[config.mk]
export PLATFORM = sky130hd
export DESIGN_NAME = multicycle_control
export DESIGN_NICKNAME = d
export VERILOG_FILES = /design/src/rtl/mc_ctrl_pkg.sv /design/src/rtl/mc_ctrl_outdec.sv /design/src/rtl/multicycle_control.sv
export SDC_FILE = /design/constraint.sdc
export NUM_CORES = 1
export LEC_CHECK = 0
export ABC_AREA = 1
export CORE_AREA = 3 3 40 42
export DETAILED_ROUTE_END_ITERATION = 12
export DIE_AREA = 0 0 43 45
export PLACE_DENSITY_LB_ADDON = 0.25
export SLEW_MARGIN = 15
export SYNTH_ARGS = -nofsm -noshare
export SYNTH_HDL_FRONTEND = slang
export SYNTH_SLANG_ARGS = --single-unit
[constraint.sdc]
create_clock -name clk -period 2.75 [get_ports clk]
set_input_delay 0.6875 -clock clk [delete_from_list [all_inputs] [get_ports clk]]
set_output_delay 0.6875 -clock clk [all_outputs]
set_load 0.02 [all_outputs]
[src/rtl/mc_ctrl_pkg.sv]
// Shared constants for the multicycle MIPS main controller: state encodings, opcodes and select codes.
// Build option: MC_CTRL_ADDI_EN adds addi support (ADDI_EX/ADDI_WB states).
package mc_ctrl_pkg;

    localparam logic [3:0] ST_FETCH   = 4'd0;
    localparam logic [3:0] ST_DECODE  = 4'd1;
    localparam logic [3:0] ST_MEMADR  = 4'd2;
    localparam logic [3:0] ST_MEMRD   = 4'd3;
    localparam logic [3:0] ST_MEMWB   = 4'd4;
    localparam logic [3:0] ST_MEMWR   = 4'd5;
    localparam logic [3:0] ST_EXEC    = 4'd6;
    localparam logic [3:0] ST_RWB     = 4'd7;
    localparam logic [3:0] ST_BRANCH  = 4'd8;
    localparam logic [3:0] ST_JUMP    = 4'd9;
    localparam logic [3:0] ST_ADDI_EX = 4'd10;
    localparam logic [3:0] ST_ADDI_WB = 4'd11;
    localparam logic [3:0] ST_ILLEGAL = 4'd12;

    localparam logic [5:0] OP_RTYPE = 6'b000000;
    localparam logic [5:0] OP_LW    = 6'b100011;
    localparam logic [5:0] OP_SW    = 6'b101011;
    localparam logic [5:0] OP_BEQ   = 6'b000100;
    localparam logic [5:0] OP_J     = 6'b000010;
    localparam logic [5:0] OP_ADDI  = 6'b001000;

    localparam logic [1:0] ALUOP_ADD   = 2'b00;
    localparam logic [1:0] ALUOP_SUB   = 2'b01;
    localparam logic [1:0] ALUOP_FUNCT = 2'b10;

    localparam logic [1:0] SRCB_REG     = 2'b00;
    localparam logic [1:0] SRCB_FOUR    = 2'b01;
    localparam logic [1:0] SRCB_IMM     = 2'b10;
    localparam logic [1:0] SRCB_IMM_SH2 = 2'b11;

    localparam logic [1:0] PCSRC_ALU    = 2'b00;
    localparam logic [1:0] PCSRC_ALUOUT = 2'b01;
    localparam logic [1:0] PCSRC_JUMP   = 2'b10;

    // Successor of DECODE for a given opcode.
    function automatic logic [3:0] decode_next(input logic [5:0] op);
        logic [3:0] nxt;
        case (op)
            OP_LW, OP_SW: nxt = ST_MEMADR;
            OP_RTYPE:     nxt = ST_EXEC;
            OP_BEQ:       nxt = ST_BRANCH;
            OP_J:         nxt = ST_JUMP;
`ifdef MC_CTRL_ADDI_EN
            OP_ADDI:      nxt = ST_ADDI_EX;
`endif
            default:      nxt = ST_ILLEGAL;
        endcase
        return nxt;
    endfunction

endpackage

[src/rtl/mc_ctrl_outdec.sv]
// Combinational decode of controller state (and mem_ready in FETCH) into datapath controls.
module mc_ctrl_outdec
    import mc_ctrl_pkg::*;
(
    input  logic [3:0] i_state,
    input  logic       i_mem_ready,
    output logic       o_pc_write,
    output logic       o_pc_write_cond,
    output logic       o_iord,
    output logic       o_mem_read,
    output logic       o_mem_write,
    output logic       o_ir_write,
    output logic       o_mem_to_reg,
    output logic       o_reg_dst,
    output logic       o_reg_write,
    output logic       o_alu_src_a,
    output logic [1:0] o_alu_src_b,
    output logic [1:0] o_alu_op,
    output logic [1:0] o_pc_source,
    output logic       o_illegal_op
);

    // Per-state control decode; unused encodings keep every strobe low.
    always_comb begin
        o_pc_write      = 1'b0;
        o_pc_write_cond = 1'b0;
        o_iord          = 1'b0;
        o_mem_read      = 1'b0;
        o_mem_write     = 1'b0;
        o_ir_write      = 1'b0;
        o_mem_to_reg    = 1'b0;
        o_reg_dst       = 1'b0;
        o_reg_write     = 1'b0;
        o_alu_src_a     = 1'b0;
        o_alu_src_b     = SRCB_REG;
        o_alu_op        = ALUOP_ADD;
        o_pc_source     = PCSRC_ALU;
        o_illegal_op    = 1'b0;
        case (i_state)
            ST_FETCH: begin
                o_mem_read  = 1'b1;
                o_ir_write  = i_mem_ready;
                o_pc_write  = i_mem_ready;
                o_alu_src_b = SRCB_FOUR;
            end
            ST_DECODE: begin
                o_alu_src_b = SRCB_IMM_SH2;
            end
            ST_MEMADR, ST_ADDI_EX: begin
                o_alu_src_a = 1'b1;
                o_alu_src_b = SRCB_IMM;
            end
            ST_MEMRD: begin
                o_mem_read = 1'b1;
                o_iord     = 1'b1;
            end
            ST_MEMWB: begin
                o_reg_write  = 1'b1;
                o_mem_to_reg = 1'b1;
            end
            ST_MEMWR: begin
                o_mem_write = 1'b1;
                o_iord      = 1'b1;
            end
            ST_EXEC: begin
                o_alu_src_a = 1'b1;
                o_alu_op    = ALUOP_FUNCT;
            end
            ST_RWB: begin
                o_reg_write = 1'b1;
                o_reg_dst   = 1'b1;
            end
            ST_BRANCH: begin
                o_alu_src_a     = 1'b1;
                o_alu_op        = ALUOP_SUB;
                o_pc_write_cond = 1'b1;
                o_pc_source     = PCSRC_ALUOUT;
            end
            ST_JUMP: begin
                o_pc_write  = 1'b1;
                o_pc_source = PCSRC_JUMP;
            end
`ifdef MC_CTRL_ADDI_EN
            ST_ADDI_WB: begin
                o_reg_write = 1'b1;
            end
`endif
            ST_ILLEGAL: begin
                o_illegal_op = 1'b1;
            end
            default: begin
                o_illegal_op = 1'b0;
            end
        endcase
    end

endmodule

[src/rtl/multicycle_control.sv]
// Multicycle MIPS main controller: state register and next-state logic; outputs via mc_ctrl_outdec.
// Build option: MC_CTRL_ADDI_EN enables the addi path.
module multicycle_control
    import mc_ctrl_pkg::*;
(
    input  logic       clk,
    input  logic       rst_n,
    input  logic [5:0] opcode,
    input  logic       mem_ready,
    output logic       PCWrite,
    output logic       PCWriteCond,
    output logic       IorD,
    output logic       MemRead,
    output logic       MemWrite,
    output logic       IRWrite,
    output logic       MemtoReg,
    output logic       RegDst,
    output logic       RegWrite,
    output logic       ALUSrcA,
    output logic [1:0] ALUSrcB,
    output logic [1:0] ALUOp,
    output logic [1:0] PCSource,
    output logic       illegal_op,
    output logic [3:0] state
);

    logic [3:0] r_state;
    logic [3:0] w_next_state;
    logic       r_is_store;

    // Next-state selection; MEMADR uses the load/store flag captured in DECODE.
    always_comb begin
        w_next_state = ST_FETCH;
        case (r_state)
            ST_FETCH:   w_next_state = mem_ready ? ST_DECODE : ST_FETCH;
            ST_DECODE:  w_next_state = decode_next(opcode);
            ST_MEMADR:  w_next_state = r_is_store ? ST_MEMWR : ST_MEMRD;
            ST_MEMRD:   w_next_state = mem_ready ? ST_MEMWB : ST_MEMRD;
            ST_MEMWR:   w_next_state = mem_ready ? ST_FETCH : ST_MEMWR;
            ST_EXEC:    w_next_state = ST_RWB;
`ifdef MC_CTRL_ADDI_EN
            ST_ADDI_EX: w_next_state = ST_ADDI_WB;
`endif
            default:    w_next_state = ST_FETCH;
        endcase
    end

    // State register.
    always_ff @(posedge clk or negedge rst_n) begin
        if (!rst_n) begin
            r_state <= ST_FETCH;
        end else begin
            r_state <= w_next_state;
        end
    end

    // Capture store-vs-load while the opcode is valid, so later opcode changes are ignored.
    always_ff @(posedge clk or negedge rst_n) begin
        if (!rst_n) begin
            r_is_store <= 1'b0;
        end else if (r_state == ST_DECODE) begin
            r_is_store <= (opcode == OP_SW);
        end else begin
            r_is_store <= r_is_store;
        end
    end

    assign state = r_state;

    mc_ctrl_outdec u_outdec (
        .i_state         (r_state),
        .i_mem_ready     (mem_ready),
        .o_pc_write      (PCWrite),
        .o_pc_write_cond (PCWriteCond),
        .o_iord          (IorD),
        .o_mem_read      (MemRead),
        .o_mem_write     (MemWrite),
        .o_ir_write      (IRWrite),
        .o_mem_to_reg    (MemtoReg),
        .o_reg_dst       (RegDst),
        .o_reg_write     (RegWrite),
        .o_alu_src_a     (ALUSrcA),
        .o_alu_src_b     (ALUSrcB),
        .o_alu_op        (ALUOp),
        .o_pc_source     (PCSource),
        .o_illegal_op    (illegal_op)
    );

endmodule

Word level (Yosys, flattened, before mapping)
Cells that the tools add are included.
- memories: 0
- ROM bits: 0
- flip-flop bits (word level): 5
- word-level logic and storage cells: 45
- latch bits: 0
- output and inout port bits: 21
- bits in writable memories: 0
- input port bits: 9
- add/sub/neg operators: 0
- divide/modulo/power cells: 0
- shifts and indexed selects: 0
- muxes and demuxes: 20
- reduce and logical (&&, ||, !) cells: 8
- multipliers: 0
- order comparisons: 0
- bitwise operators: 0
- equal/unequal tests: 15
- operators by type and width (cell ; count):
    $pmux 4 s6 ; 1
    $eq 4x3->1 const B ; 4
    $eq 4x4->1 const B ; 4
    $pmux 4 s4 ; 1
    $eq 6x6->1 const B ; 2
    $mux 1 ; 11
    $reduce_or 2->1 ; 5
    $mux 3 ; 3
    $eq 4x2->1 const B ; 2
    $pmux 2 s2 ; 2
    $eq 6x2->1 const B ; 1
    $eq 6x3->1 const B ; 1
    $logic_not 6->1 ; 1
    $pmux 2 s3 ; 1
    $eq 4x1->1 const B ; 1
    $logic_not 4->1 ; 1
    $reduce_or 4->1 ; 1
    $pmux 1 s2 ; 1

Longest topological paths before layout
Gate-level depths: netlist of the first run.
- depth in word-level cells: 4
- gate-level depth with buffers: 7
- depth with buffers taken out: 7

Modules after synthesis
From an unflattened synthesis of the first run, not the netlist that was laid out.
- cells, all modules: 97
- area, all modules: 539.3 sq um
- by module, submodules not included (module ; area each (sq um) ; times used ; sequential area each (sq um) ; cells each):
    multicycle_control ; 366.6 ; 1 ; 125.1 ; 58
    mc_ctrl_outdec ; 172.7 ; 1 ; 0.0 ; 39

Least setup slack after synthesis of the first run
OpenSTA, ideal clock, no wires.
- kind: register -> output
- from: register r_state[2] (netlist: state[2])
- to: output PCSource[0]
- cell stages (with the launch flop): 5
- buffers on the path: 1
- slack: 0.746 ns
- arrival: 1.317 ns
- required time: 2.062 ns
- path through: dfrtp_1 > inv_1 > nand2_1 > nor2_1 > buf_4
- longest elaborated chain between the ends: 2
- elaborated cells between the ends (all ways): 3
- classes of those cells: eq/ne (2); mux (1)
- ends and longest elaborated chain (item ; line ; RTL):
    start, declared ; multicycle_control.sv:27 ; logic [3:0] r_state;
    start signal, assigned ; multicycle_control.sv:53 ; r_state <= w_next_state;
    $eq 4x4->1 ; mc_ctrl_outdec.sv:39 ; case (i_state)
    $pmux 2 s2 * ; mc_ctrl_outdec.sv:39 ;
    end, declared ; multicycle_control.sv:22 ; output logic [1:0] PCSource,
Mark *: on every way between the ends. The rest lies on a longest branch, timed or not.

Worst setup path in the final report of the first run
- from: input mem_ready
- to: output PCWrite
- longest elaborated chain between the ends: 1
- ends and longest elaborated chain (item ; line ; RTL):
    start, declared ; multicycle_control.sv:9 ; input logic mem_ready,
    $pmux 1 s2 ; mc_ctrl_outdec.sv:39 ;
    end, declared ; multicycle_control.sv:10 ; output logic PCWrite,
Every way passes these cells.

==> impl_metrics.ini, run 1 <==
[outcome]
status = finished, final reports clean

[clock_network]
tritoncts = done
clk_pin_slew_ns = 0.04
cts_resized = 0
h-tree-depth = 1
cts_buffers = 3
cts_setup_buffers = 0
holdBufCountCts = 0
clockRootBuffer = clkbuf_4
clkLatencyLatePin_ns = 0.25
clockBufferDepth = 2
clock_sinks = 5

[setup_path]
crit_type = primary input to output pin
crit_path_max_fanout = 4
arrival_ns = 2.00
start_kind = primary input
cp-end-kind = output pin
worstPathRequired_ns = 2.06

[yosys]
yosysWarnings = 0
ys_ff_latch = 5
syn_area_per_cell_um2 = 5.735
async_reset_ff_frac = 1.000
synth_area_um2 = 481.7
yosysSeqAreaShare = 0.2597
synth.most_common_cell = nand2_1
synth_edf_count = 0
synth_top_area_frac = 0.2597
yosys-top-cells-count = nand2_1 (21), nor2_1 (20), inv_1 (11)
syn_inst = 84
ys_types = 17
synth_nets = 93
ys_dominant_reg_cell = dfrtp_1
yosys.area.top_type = dfrtp_1
synthTopCellsByArea = dfrtp_1 (26%), nand2_1 (16%), nor2_1 (16%)

[sta]
period_share = 0.9769
fin_tns_setup_ns = 0
tightest_slew_ns = 0.2535
relSlewSlack = 0.8310
setup_viol = 0
rsz0062_at_grt = no
drv_slew = 0
fin_skew_ns = 0.002346
min_period_ns = 2.687
finalHoldViolations = 0
max_freq_ghz = 0.3722

[floorplanning]
core_um2 = 1285
dieArea_um2 = 1935
num_rows = 13
start_util = 0.3749
fp.dieW_um = 43
io_pins = 30
die_h_um = 45

[power]
power.leakage_nw = 0.3893
ir_drop_v = 0.0004544
power_density_nw_per_um2 = 1025
power_mw = 0.8295

[final_layout]
antenna_cells = 0
multi_input_area_um2 = 296.5
finalNetCount = 126
fillers = 143
stdcell_count = 131
layout.area.seq_um2 = 125.1
post-route-cell-area_um2 = 809.5
final_util = 0.6300
post_route_cells_drive_above_1_share = 0.1034
syn_to_final_growth_pct = 68.05

[routing]
vias = 622
wirelength_mm = 1.393
dr.pass1.iters = 4
routed_via_density = 4.748
drc = 0
drt_iter0_markers = 12
wl_per_cell_um = 10.63
ant_nets = 0

[grt]
grt_max_degree = 9
antenna_found_initial = 0
overflow = 0
grt_pass1_wl_mm = 2.242
grt_usage = 0.1587
grt_pass1_vias = 595

[place]
dpl-instance-area_um2 = 783.3
port_buffers = 29
gp_congestion = 0.8000
place_hpwl_mm = 1.154
dp_cells = 127

[worst_hold_path]
min_path_type = flop to flop

[job]
maxCapViolations = 0
[final timing paths]
check                              to  slack (ns)  startpoint  cells past startpoint
max                           PCWrite        0.06   mem_ready                      4
min                        r_is_store        0.58  r_is_store                      2
max reg2reg                  state[0]        1.59    state[0]                      6
min reg2reg                r_is_store        0.58  r_is_store                      2
max in group asynchronous    state[3]        1.90       rst_n                      1
min in group asynchronous    state[0]        0.66       rst_n                      1
[metal layers]
layer  wire [µm]  global-route usage  share of wire
met1         541              0.1582           0.39
met2         723              0.2934           0.52
met3          96             0.04781          0.069
met4          31             0.09036          0.022
met5           0                   0              0
[placed cells by master (no fill, tap or decap)]
master / Yosys / routed
clkdlybuf4s50_1: 0 / 29
nand2_1: 21 / 21
nor2_1: 20 / 20
inv_1: 11 / 11
nand3_1: 8 / 8
dfrtp_1: 5 / 5
nor2_2: 3 / 3
o22ai_1: 3 / 3
clkbuf_4: 0 / 3
nor2_4: 2 / 2
inv_2: 2 / 2
o21ai_1: 2 / 2
nand3_2: 1 / 1
nand2_2: 1 / 1
clkinv_1: 1 / 1
nand4_1: 1 / 1
nor3_1: 1 / 1
a21oi_1: 1 / 1
clkbuf_1: 0 / 1
[kinds of logic after synthesis]
group                  Yosys count  synth area share
AO/OA/AOI/OAI                    6           0.07012
buffers and inverters           15            0.1247
flip-flops                       5            0.2597
AND/OR/NAND/NOR                 58            0.5455
[flip-flops by register name, indices dropped and copies added, names as in the netlist]
register and flops:
r_is_store 1, state 4
[where the power goes]
part           switching [mW]  internal (mW)  total (mW)  leakage, nW
clock network          0.0316         0.0550      0.0866       0.0150
registers              0.0367         0.0954       0.132       0.0670
logic                   0.352          0.259       0.611        0.307
total                   0.420          0.409       0.830        0.389
[critical path, stage by stage]
cell and delay [ns]:
clkdlybuf4s50_1 0.48, inv_1 0.08, o22ai_1 0.13, clkdlybuf4s50_1 0.62
[per-stage QoR]
stage / hold slack, ns / worst slack [ns]
2_1_floorplan: 0.3919 / 0.7458
3_3_place_gp: 0.5613 / 0.07551
6_report: 0.5825 / 0.06347
5_1_grt: 0.6149 / 0.001502
4_1_cts: 0.5861 / 0.06304
3_5_place_dp: 0.5794 / 0.05908
[final cells by class]
| type | instances | area share |
|---|---|---|
| flip-flops and latches | 5 | 0.1546 |
| inverters | 14 | 0.06492 |
| repair buffers | 29 | 0.3586 |
| well taps | 15 | 0.02318 |
| clock buffers | 4 | 0.03246 |
| multi-input cells | 64 | 0.3663 |
(Power assumes the default switching activity.)
==> run 2, diff against run 1 <==
Settings changed: CTS_CLUSTER_DIAMETER set to 80.
==> results of run 2 <==
No change in the layout: final DEF, timing and power equal those of run 1.
